$ cat config.mk
export PLATFORM = sky130hd
export DESIGN_NAME = trisc2_control
export DESIGN_NICKNAME = d
export VERILOG_FILES = /design/src/rtl/trisc2_control.sv
export SDC_FILE = /design/constraint.sdc
export NUM_CORES = 1
export LEC_CHECK = 0
export ABC_AREA = 1
export CAP_MARGIN = 0
export CORE_ASPECT_RATIO = 0.9
export CORE_UTILIZATION = 35
export CTS_CLUSTER_DIAMETER = 100
export CTS_CLUSTER_SIZE = 28
export DETAILED_ROUTE_END_ITERATION = 10
export PLACE_DENSITY = 0.69
export SLEW_MARGIN = 20
export SYNTH_ARGS = -nofsm -noshare
export SYNTH_HDL_FRONTEND = slang
export SYNTH_SLANG_ARGS = --single-unit
$ cat constraint.sdc
create_clock -name clock -period 1.47 [get_ports clock]
set_clock_uncertainty 0.2 [all_clocks]
set_input_delay 0.294 -clock clock [delete_from_list [all_inputs] [get_ports clock]]
set_output_delay 0.294 -clock clock [all_outputs]
set_load 0.02 [all_outputs]
$ cat src/rtl/trisc2_control.sv
// TRISC2 fetch-decode-execute sequencer producing the c0..c14 control word.
// Optional single-step mode (step input, one instruction per pulse) is enabled by TRISC_SINGLE_STEP_EN.
module trisc2_control #(
  parameter int OPW = 4,
  parameter int CW  = 15
) (
  input  logic           clock,
  input  logic           clear_n,
  input  logic           startStop,
`ifdef TRISC_SINGLE_STEP_EN
  input  logic           step,
`endif
  input  logic [OPW-1:0] opcode,
  input  logic           zero,
  output logic [CW-1:0]  ctrl,
  output logic [3:0]     state,
  output logic           instr_done,
  output logic           halted
);

  typedef enum logic [3:0] {
    S_IDLE = 4'd0,
    S_F1   = 4'd1,
    S_F2   = 4'd2,
    S_F3   = 4'd3,
    S_DEC  = 4'd4,
    S_E1   = 4'd5,
    S_E2   = 4'd6,
    S_E3   = 4'd7,
    S_HALT = 4'd8
  } state_t;

  localparam logic [OPW-1:0] OP_LDA = OPW'(1);
  localparam logic [OPW-1:0] OP_ADD = OPW'(2);
  localparam logic [OPW-1:0] OP_SUB = OPW'(3);
  localparam logic [OPW-1:0] OP_STA = OPW'(4);
  localparam logic [OPW-1:0] OP_JMP = OPW'(5);
  localparam logic [OPW-1:0] OP_JZ  = OPW'(6);
  localparam logic [OPW-1:0] OP_OUT = OPW'(7);
  localparam logic [OPW-1:0] OP_HLT = OPW'(15);

  state_t         st;
  logic [OPW-1:0] op_q;
  logic           is_mem;
  logic           last;
  logic           go;
  logic           run_on;

  assign is_mem = (op_q >= OP_LDA) && (op_q <= OP_STA);
  assign last   = (st == S_E3) || ((st == S_E1) && !is_mem);

`ifdef TRISC_SINGLE_STEP_EN
  assign go     = startStop && step;
  assign run_on = 1'b0;
`else
  assign go     = startStop;
  assign run_on = startStop;
`endif

  always_ff @(posedge clock or negedge clear_n) begin
    if (!clear_n) begin
      st   <= S_IDLE;
      op_q <= '0;
    end else begin
      case (st)
        S_IDLE: if (go) st <= S_F1;
        S_F1:   st <= S_F2;
        S_F2:   st <= S_F3;
        S_F3:   st <= S_DEC;
        S_DEC: begin
          op_q <= opcode;
          st   <= (opcode == OP_HLT) ? S_HALT : S_E1;
        end
        S_E1:   st <= is_mem ? S_E2 : (run_on ? S_F1 : S_IDLE);
        S_E2:   st <= S_E3;
        S_E3:   st <= run_on ? S_F1 : S_IDLE;
        S_HALT: st <= S_HALT;
        default: st <= S_IDLE;
      endcase
    end
  end

  // Control word decode; bit 6 is reserved and never set.
  always_comb begin
    ctrl = '0;
    case (st)
      S_F1: ctrl[2] = 1'b1;
      S_F2: begin
        ctrl[4] = 1'b1;
        ctrl[0] = 1'b1;
      end
      S_F3: ctrl[7] = 1'b1;
      S_E1: begin
        case (op_q)
          OP_LDA, OP_ADD, OP_SUB: ctrl[3] = 1'b1;
          OP_STA: begin
            ctrl[3]  = 1'b1;
            ctrl[12] = 1'b1;
          end
          OP_JMP: ctrl[1] = 1'b1;
          OP_JZ:  ctrl[1] = zero;
          OP_OUT: ctrl[13] = 1'b1;
          default: ctrl = '0;
        endcase
      end
      S_E2: begin
        ctrl[4] = 1'b1;
        ctrl[5] = (op_q == OP_STA);
      end
      S_E3: begin
        case (op_q)
          OP_LDA: ctrl[8] = 1'b1;
          OP_ADD: begin
            ctrl[9]  = 1'b1;
            ctrl[11] = 1'b1;
          end
          OP_SUB: begin
            ctrl[10] = 1'b1;
            ctrl[11] = 1'b1;
          end
          default: ctrl = '0;
        endcase
      end
      S_HALT: ctrl[14] = 1'b1;
      default: ctrl = '0;
    endcase
  end

  assign state      = st;
  assign instr_done = last;
  assign halted     = (st == S_HALT);

endmodule
==> run metrics, run 1 <==
Worst Setup SP state[3]; multi-input combinational cell area 480 um^2; critical path type flop to output port; gpl congestion between 0.7 and 0.8; setup ws final -0.498 ns; top cells by count, synth 22 x nand2_1, 17 x nor2_1, 10 x inv_1; DIE AREA ~1800 um^2; synth warn 0; pin count of the biggest net entering global routing 9; Util after Layout 95.0%; Non-Filler Instances 175; final hold viol count 0; worst path arrival time 1.47 ns; Seq cells post-synth 8; Seq pwr share 15.8%; # rows 13; Syn Nets 95; syn_area_per_cell roughly 6.6 um^2; cell taking the most area after synthesis dfrtp_1; DR WL/cell approximately 20 um; max cap viols 0; reg-to-reg critical path startpoint op_q[0]; fillers 34; post-route setup TNS -8.09 ns; antenna violations before repair 0; Inserted Diodes 0; Cells after DPL 160; Post-route DRC 0; Syn-to-layout area delta 146%; Vias/cell between 5 and 6; grt ovf 0; detailed-route via count 938; Clk network pwr share under 10%; # port buffers 27; Logic pwr share between 70% and 80%; flip-flop and latch area 205 um^2; RSZ-0062 raised after global routing true; Net count, final 163; first-pass GRT wire length 3570 um; root buf cell clkbuf_4; core outline area approximately 1500 um^2; cell area after synthesis 572 um^2; CTS tree yes; count leader, synth nand2_1; EDFF count, synth 0; dpl ws -0.676 ns; Post-Syn Instances 87; Post-synth ARST share 100%; Sink Count 8; TritonCTS buffer count 3; Post-DRT Antenna Nets 0; Tcrit/Tclk final 134%; Max Clk Rate between 500 and 600 MHz; Psw 1490 uW; main area contributors after synthesis dfrtp_1 35%, nand2_1 14%, nor2_1 11%, nand3_1 7.0%, inv_1 6.6%; vias in the first global route 750; DIE WIDTH around 45 um; met1 layer usage reported by global route 35.5%; Clock transition at path regs 0.07 ns; Worst Hold Class input port to asynchronous set/reset pin; Initial DRC Count 38; dpl hpwl 1540 um; drt total wl approximately 3400 um; I/O pin cnt 29; post-route minimum period 1.97 ns; outcome complete, but fails checks; Power Density 2110 nW/um^2; count of cell types in the netlist 18; internal power about 1500 uW; register area share after synthesis 35.0%; WHS 0.106 ns; Startpoint Class flop; pins over their slew limit 0; met2 usage 53.3%; Critical Path RT 0.98 ns; VDD IR max 0.00137 V; Worst setup EP type output port; failing checks negative setup slack; CP max FO 3; GRT Util Overall a little under a third; final setup fails 22; htree depth 1; grt peak-use layer met2; top_reg_cell synth dfrtp_1; DR pass1 iterations 4; worst-skew pair later-pin latency 0.27 ns; switch share 50.1%; clk buf depth 2; Starting Density 38.6%; Synth top area share 35.0%; layout cells sized above 1 about 73%; hold_buf cts 0; Chip Height 40.3 um; Leak 0.000678 uW; met3 Use GR ~4.5%
==> placed cells by master, fill, tap and decap left out, types with 4 or more instances in the layout <==
cell type        count
buf_4               31
buf_6               27
clkdlybuf4s50_1      7
dfrtp_1              4
dfrtp_2              4
inv_2                8
nand2_1             16
nand2_2              5
nand3_2              4
nor2_1               6
nor2_2               5
nor2_4              10
==> sequential cells by signal, indices dropped and copies added (netlist names) <==
| name | count |
|---|---|
| state | 4 |
| op_q | 4 |
==> critical path, stage by stage, from the launching register on <==
cell	delay [ns]
dfrtp_2	0.44
buf_4	0.16
buf_4	0.14
nor2_4	0.15
nand3_2	0.11
inv_2	0.09
buf_6	0.12
==> cells by family after synthesis <==
| kind of cell | share of synthesized area (%) |
|---|---|
| simple gates | 47.3 |
| flops | 35.0 |
| buf+inv | 11.2 |
| other cells | 0.656 |
| compound gates | 5.91 |
==> layout make-up <==
| type | count | area share (%) |
|---|---|---|
| repair buffers | 65 | 43.1 |
| clock buffers | 3 | 1.60 |
| well taps | 22 | 1.96 |
| flip-flops and latches | 8 | 14.6 |
| multi-input cells | 64 | 34.2 |
| inverters | 13 | 4.54 |
==> per-layer routing <==
| metal | wire, um | share of wire, % | vias up |
|---|---|---|---|
| li1 | - | - | 400 |
| met1 | 1190 | 35 | 439 |
| met2 | 1790 | 52 | 71 |
| met3 | 212 | 6.2 | 28 |
| met4 | 245 | 7.1 | 0 |
| met5 | 0 | 0 | - |
==> final timing paths <==
check	endpoint	slack, ns	depth (start not counted)
max in group asynchronous	state[3]	0.67	1
min in group clock	op_q[1]	0.42	3
hold / removal	state[1]	0.11	1
setup reg to reg	state[2]	-0.33	9
hold reg to reg	op_q[0]	0.53	3
setup / recovery	ctrl[7]	-0.50	6
==> metrics by stage <==
step,cell area (um^2),total power (uW)
global route,1410,3060
CTS,1280,2480
detailed placement,1100,1950
finish,1410,2960
global placement,1100,1900
floorplan,628,1140
==> repair_timing <==
item | CTS | global route
pin swaps | 11 | 7
setup endpoints to repair | 20 | 28
setup buffers | 8 | 5
resized for setup | 136 | 31
==> power by group through the flow <==
stage	combinational [uW]	sequential (uW)	clock, uW
after detailed placement	1530	416	0
after CTS	1840	451	188
final	2300	470	196
after global placement	1490	409	0
after floorplan	643	499	0
after global routing	2390	472	204
Power figures use the tool's default switching activity.
==> inputs of run 2 (changes only) <==
--- a/config.mk
+++ b/config.mk
@@ -7,12 +7,13 @@
 export LEC_CHECK = 0
 export ABC_AREA = 1
 export CAP_MARGIN = 0
-export CORE_ASPECT_RATIO = 0.9
-export CORE_UTILIZATION = 35
+export CORE_AREA = 2 2 39 41
 export CTS_CLUSTER_DIAMETER = 100
 export CTS_CLUSTER_SIZE = 28
 export DETAILED_ROUTE_END_ITERATION = 10
-export PLACE_DENSITY = 0.69
+export DIE_AREA = 0 0 41 43
+export DONT_BUFFER_PORTS = 1
+export PLACE_DENSITY = 0.54
 export SLEW_MARGIN = 20
 export SYNTH_ARGS = -nofsm -noshare
 export SYNTH_HDL_FRONTEND = slang
==> run 2 against run 1 <==
Effect of this change: the run ends with negative hold slack, negative setup slack left; first-iteration DRC count shrank 61%; clock power shrank 6%; sequential power shrank 5.5%; critical endpoint is now ctrl[1]; total power shrank 25%; worst setup slack gained 0.11 ns; maximum frequency grew 6.1%; utilization shrank 18 points; combinational power shrank 30%; critical path type unchanged; via count shrank 29%; hold slack lost 0.11 ns; final cell count shrank 20%.
==> run metrics, run 2 (same netlist as run 1, synthesis figures left out) <==
fillers 98 (+190%); TritonCTS buffer count 3 (unchanged); DR pass1 iterations 4 (unchanged); reg-to-reg critical path startpoint state[3]; most frequent cells in the layout 22 x buf_4, 18 x nand2_1, 11 x nor2_4; most common cell after layout, fill and taps aside buf_4; Critical Path RT 0.98 ns (about the same); DR WL/cell 11.7 um (-40%); gpl congestion 0.808 (+8.1%); grt ovf 0 (unchanged); CTS tree yes; I/O pin cnt 29 (unchanged); total power 2230 uW (-25%); Worst Hold Class input port to flop; Syn-to-layout area delta 86.9%; clk buf depth 2 (unchanged); Startpoint Class flop; Post-route DRC 0 (unchanged); CP max FO 3 (unchanged); worst path arrival time 1.36 ns (-0.11 ns); final hold viol count 1 (+1); final setup fails 20 (-9.1%); failing checks negative hold slack, negative setup slack; crit path cell chain nor2_4, inv_2, nor3_4, nand2_4, a21oi_4; CP bufs+invs 1 (-3); Sink Count 8 (unchanged); Worst setup EP type output port; Initial DRC Count 15 (-61%); Inserted Diodes 0 (unchanged); Hold Path Stages 2; R2R setup slack -0.18 ns (+0.15 ns); Starting Density 41.3% (+2.7 points); Max Clk Rate 539 MHz (+6.1%); drt total wl 1640 um (-52%); # rows 14 (+1); met3 Use GR 5.24% (+0.73 points); # port buffers 0 (-100%); critical path type flop to output port; delay-heaviest family, CP flip-flops; outcome complete, but fails checks; Worst Setup SP state[3]; Net count, final 133 (-18%); pins over their slew limit 0 (unchanged); Vias/cell 4.77 (-11%); dpl hpwl 1150 um (-26%); RSZ-0062 raised after global routing true; Leak 0.000518 uW (-24%); Reg2Reg Depth 9 (unchanged); GRT Util Overall 19.9% (-11 points); Post-DRT Antenna Nets 0 (unchanged); grt peak-use layer met2; hold_sp startStop; core outline area 1380 um^2 (-6.5%); pin count of the biggest net entering global routing 9 (unchanged); Hold Path End state[0]; antenna violations before repair 0 (unchanged); DIE WIDTH 41 um (-8.1%); max incr delay on CP 0.43 ns (about the same); met1 layer usage reported by global route 28.6% (-6.9 points); setup ws final -0.385 ns (+0.113 ns); first-pass GRT wire length 2450 um (-31%); root buf cell clkbuf_4; DIE AREA 1760 um^2 (-2.0%); WHS -0.00366 ns (-0.110 ns); worst-skew pair later-pin latency 0.26 ns (about the same); Power Density 2090 nW/um^2 (-0.97%); detailed-route via count 668 (-29%); vias in the first global route 614 (-18%); Chip Height 43 um (+6.6%); met2 usage 29.4% (-24 points); Tcrit/Tclk final 126% (-7.7 points); Clock transition at path regs 0.07 ns (about the same); R2R Path End state[0]; Worst path slowest cell dfrtp_2; layout cells sized above 1 59.7% (-13 points); post-route minimum period 1.86 ns (-0.113 ns); max cap viols 0 (unchanged); VDD IR max 0.00114 V (-17%); htree depth 1 (unchanged)
-- run 2: changes by cell type in the layout (fill, tap and decap cells not counted), moves of 5 or more --
cell | before | now
buf_4 | 31 | 22
clkdlybuf4s50_1 | 7 | 0
buf_6 | 27 | 8
dlygate4sd3_1 | 0 | 5
-- run 2: power breakdown --
part           switching, uW  internal [uW]  total (uW)  leakage [uW]
sequential               119            325         444     0.0000949
combinational            889            714        1600      0.000408
clock                   79.6            104         184     0.0000150
-- run 2: worst max-delay path by stage --
| stage | end | slack (ns) | cells past startpoint |
|---|---|---|---|
| 2_1_floorplan | ctrl[12] | -0.15 | 5 |
| 3_3_place_gp | ctrl[12] | -0.10 | 5 |
| 3_5_place_dp | ctrl[12] | -0.13 | 5 |
| 4_1_cts | ctrl[1] | -0.38 | 5 |
| 5_1_grt | ctrl[9] | -0.45 | 5 |
| 6_report | ctrl[1] | -0.39 | 5 |
-- run 2: repair_timing --
action                                  CTS  global route
pin swaps                                 4             8
endpoints found under the setup margin   18            20
setup buffers                             3             5
endpoints found under the hold margin    12             0
hold buffers                              5             0
gates resized for setup                  17            19
-- run 2: per-layer routing --
layer | routed length (um) | part of all wire [%]
met4 | 12 | 0.73
met5 | 0 | 0
met2 | 830 | 51
met1 | 688 | 42
met3 | 111 | 6.8
-- run 2: final cells by class --
class / instances / area, um^2 / area share [%]
Sequential cell: 8 / 205 / 19.2
Timing Repair Buffer: 35 / 305 / 28.6
Inverter: 13 / 56.3 / 5.27
Multi-Input combinational cell: 64 / 455 / 42.6
Clock buffer: 4 / 26.3 / 2.46
Tap cell: 16 / 20.0 / 1.87
-- run 2: metrics by stage --
| step | setup slack [ns] | util, % | cell area [um^2] | std cells | TNS, ns |
|---|---|---|---|---|---|
| global route | -0.450 | 77.2 | 1070 | 140 | -6.40 |
| finish | -0.385 | 77.2 | 1070 | 140 | -5.34 |
| CTS | -0.377 | 70.2 | 971 | 137 | -4.95 |
| detailed placement | -0.127 | 58.5 | 810 | 125 | -0.968 |
| floorplan | -0.148 | - | 628 | 87 | -1.30 |
| global placement | -0.104 | 58.5 | 810 | 125 | -0.799 |
==> inputs of run 3 (changes only) <==
--- a/config.mk
+++ b/config.mk
@@ -18,3 +18,4 @@
 export SYNTH_ARGS = -nofsm -noshare
 export SYNTH_HDL_FRONTEND = slang
 export SYNTH_SLANG_ARGS = --single-unit
+export TNS_END_PERCENT = 1
==> run 3 against run 2 <==
Effect of this change: the flow finishes with violations (negative setup slack); routed wire length fell by 4.3%; die area did not move; total power fell by 5.3%; worst setup slack got worse by 0.014 ns; combinational power fell by 8%; via count fell by 2.2%; first-iteration DRC count fell by 40%; hold slack improved by 0.092 ns; clock power barely moved; final cell count fell by 1.4%; maximum frequency fell by 0.74%.
==> run metrics, run 3 (same netlist as run 1, synthesis figures left out) <==
outcome complete, but fails checks; failing checks negative setup slack; post-route setup TNS -4.93 ns (+0.411 ns); # port buffers 0 (unchanged); Syn-to-layout area delta 79.4%; root buf cell clkbuf_4; htree depth 1 (unchanged); Starting Density 41.3% (unchanged); RSZ-0062 raised after global routing true; Worst setup EP type output port; Util after Layout 74.1% (-3.1 points); max cap viols 0 (unchanged); detailed-route via count 653 (-2.2%); Inserted Diodes 0 (unchanged); DIE WIDTH 41 um (unchanged); clk buf depth 2 (unchanged); I/O pin cnt 29 (unchanged); Worst Hold Class input port to flop; Max Clk Rate 535 MHz (-0.74%); worst-skew pair later-pin latency 0.27 ns (about the same); layout cells sized above 1 59.0% (-0.66 points); critical path type flop to output port; dpl hpwl 1190 um (+3.4%); most frequent cells in the layout 23 x buf_4, 19 x nand2_1, 10 x nor2_4; DR pass1 iterations 4 (unchanged); Post-DRT Antenna Nets 0 (unchanged); post-route minimum period 1.87 ns (+0.0137 ns); drt total wl 1570 um (-4.3%); total power 2110 uW (-5.3%); setup ws final -0.399 ns (-0.0137 ns); gpl congestion 0.818 (+1.2%); DIE AREA 1760 um^2 (unchanged); pin count of the biggest net entering global routing 9 (unchanged); DR WL/cell 11.4 um (-2.9%); CP max FO 4 (+1); core outline area 1380 um^2 (unchanged); pins over their slew limit 0 (unchanged); worst path arrival time 1.38 ns (+0.02 ns); Cells after DPL 128 (+2.4%); Net count, final 131 (-1.5%); first-pass GRT wire length 2400 um (-2.0%); Non-Filler Instances 138 (-1.4%); antenna violations before repair 0 (unchanged); final hold viol count 0 (-1); Power Density 2060 nW/um^2 (-1.3%); Leak 0.000482 uW (-6.9%); Vias/cell 4.73 (-0.83%); Tcrit/Tclk final 127% (+0.93 points); Initial DRC Count 9 (-6); Startpoint Class flop; Post-CTS Setup Bufs 0 (-3); WHS 0.0886 ns (+0.0923 ns); grt ovf 0 (unchanged); Critical Path RT 0.98 ns (about the same); Chip Height 43 um (unchanged); CTS tree yes; Post-route DRC 0 (unchanged); VDD IR max 0.00102 V (-10%); Clock transition at path regs 0.06 ns (about the same); GRT Util Overall 20.2% (+0.32 points); Sink Count 8 (unchanged); most common cell after layout, fill and taps aside buf_4; final setup fails 18 (-10%); vias in the first global route 597 (-2.8%); # rows 14 (unchanged); TritonCTS buffer count 3 (unchanged)
run 3: power by group:
| group | total [uW] | internal [uW] | switching [uW] |
|---|---|---|---|
| combinational | 1480 | 641 | 834 |
| sequential | 452 | 325 | 127 |
| clock | 186 | 104 | 82.1 |
| total | 2110 | 1070 | 1040 |
run 3: critical path, cell delays in order, from the launching register on:
cell     delay (ns)
dfrtp_2        0.43
nor2_4         0.13
inv_2          0.07
nor2_4         0.11
nand3_4        0.12
nor3_4         0.25
run 3: what timing repair did:
| item | in CTS | in global routing |
|---|---|---|
| setup endpoints to repair | 18 | 20 |
| pin swaps | 2 | 1 |
| hold endpoints to repair | 13 | 0 |
| gates cloned | 0 | 0 |
| resized for setup | 15 | 17 |
| hold buffers | 6 | 0 |
run 3: cell type report:
| class | count | area (um^2) |
|---|---|---|
| repair buffers | 33 | 278 |
| fillers | 112 | 358 |
| flip-flops and latches | 8 | 205 |
| multi-input cells | 64 | 443 |
| inverters | 13 | 53.8 |
| well taps | 16 | 20.0 |
| clock buffers | 4 | 26.3 |
run 3: through the flow:
| step | area (um^2) | setup WS, ns |
|---|---|---|
| 3_5_place_dp | 826 | -0.124 |
| 5_1_grt | 1030 | -0.467 |
| 3_3_place_gp | 826 | -0.105 |
| 4_1_cts | 961 | -0.402 |
| 6_report | 1030 | -0.399 |
| 2_1_floorplan | 618 | -0.148 |
run 3: routing by layer:
metal / share of wire, % / up-vias / global-route usage (%)
li1: - / 334 / -
met1: 40 / 293 / 23.0
met2: 52 / 22 / 33.8
met3: 6.2 / 4 / 5.24
met4: 1.3 / 0 / 8.00
met5: 0 / - / 0
run 3: path summary, 6_finish.rpt:
path / from / end / slack, ns / cells past startpoint
worst max-delay path: state[3] / ctrl[9] / -0.40 / 5
max in group asynchronous: clear_n / state[3] / 0.60 / 1
worst max register to register: state[1] / state[0] / 0.07 / 6
worst min register to register: op_q[0] / op_q[0] / 0.44 / 2
min in group asynchronous: clear_n / state[2] / 0.18 / 1
worst min-delay path: opcode[3] / state[3] / 0.09 / 4
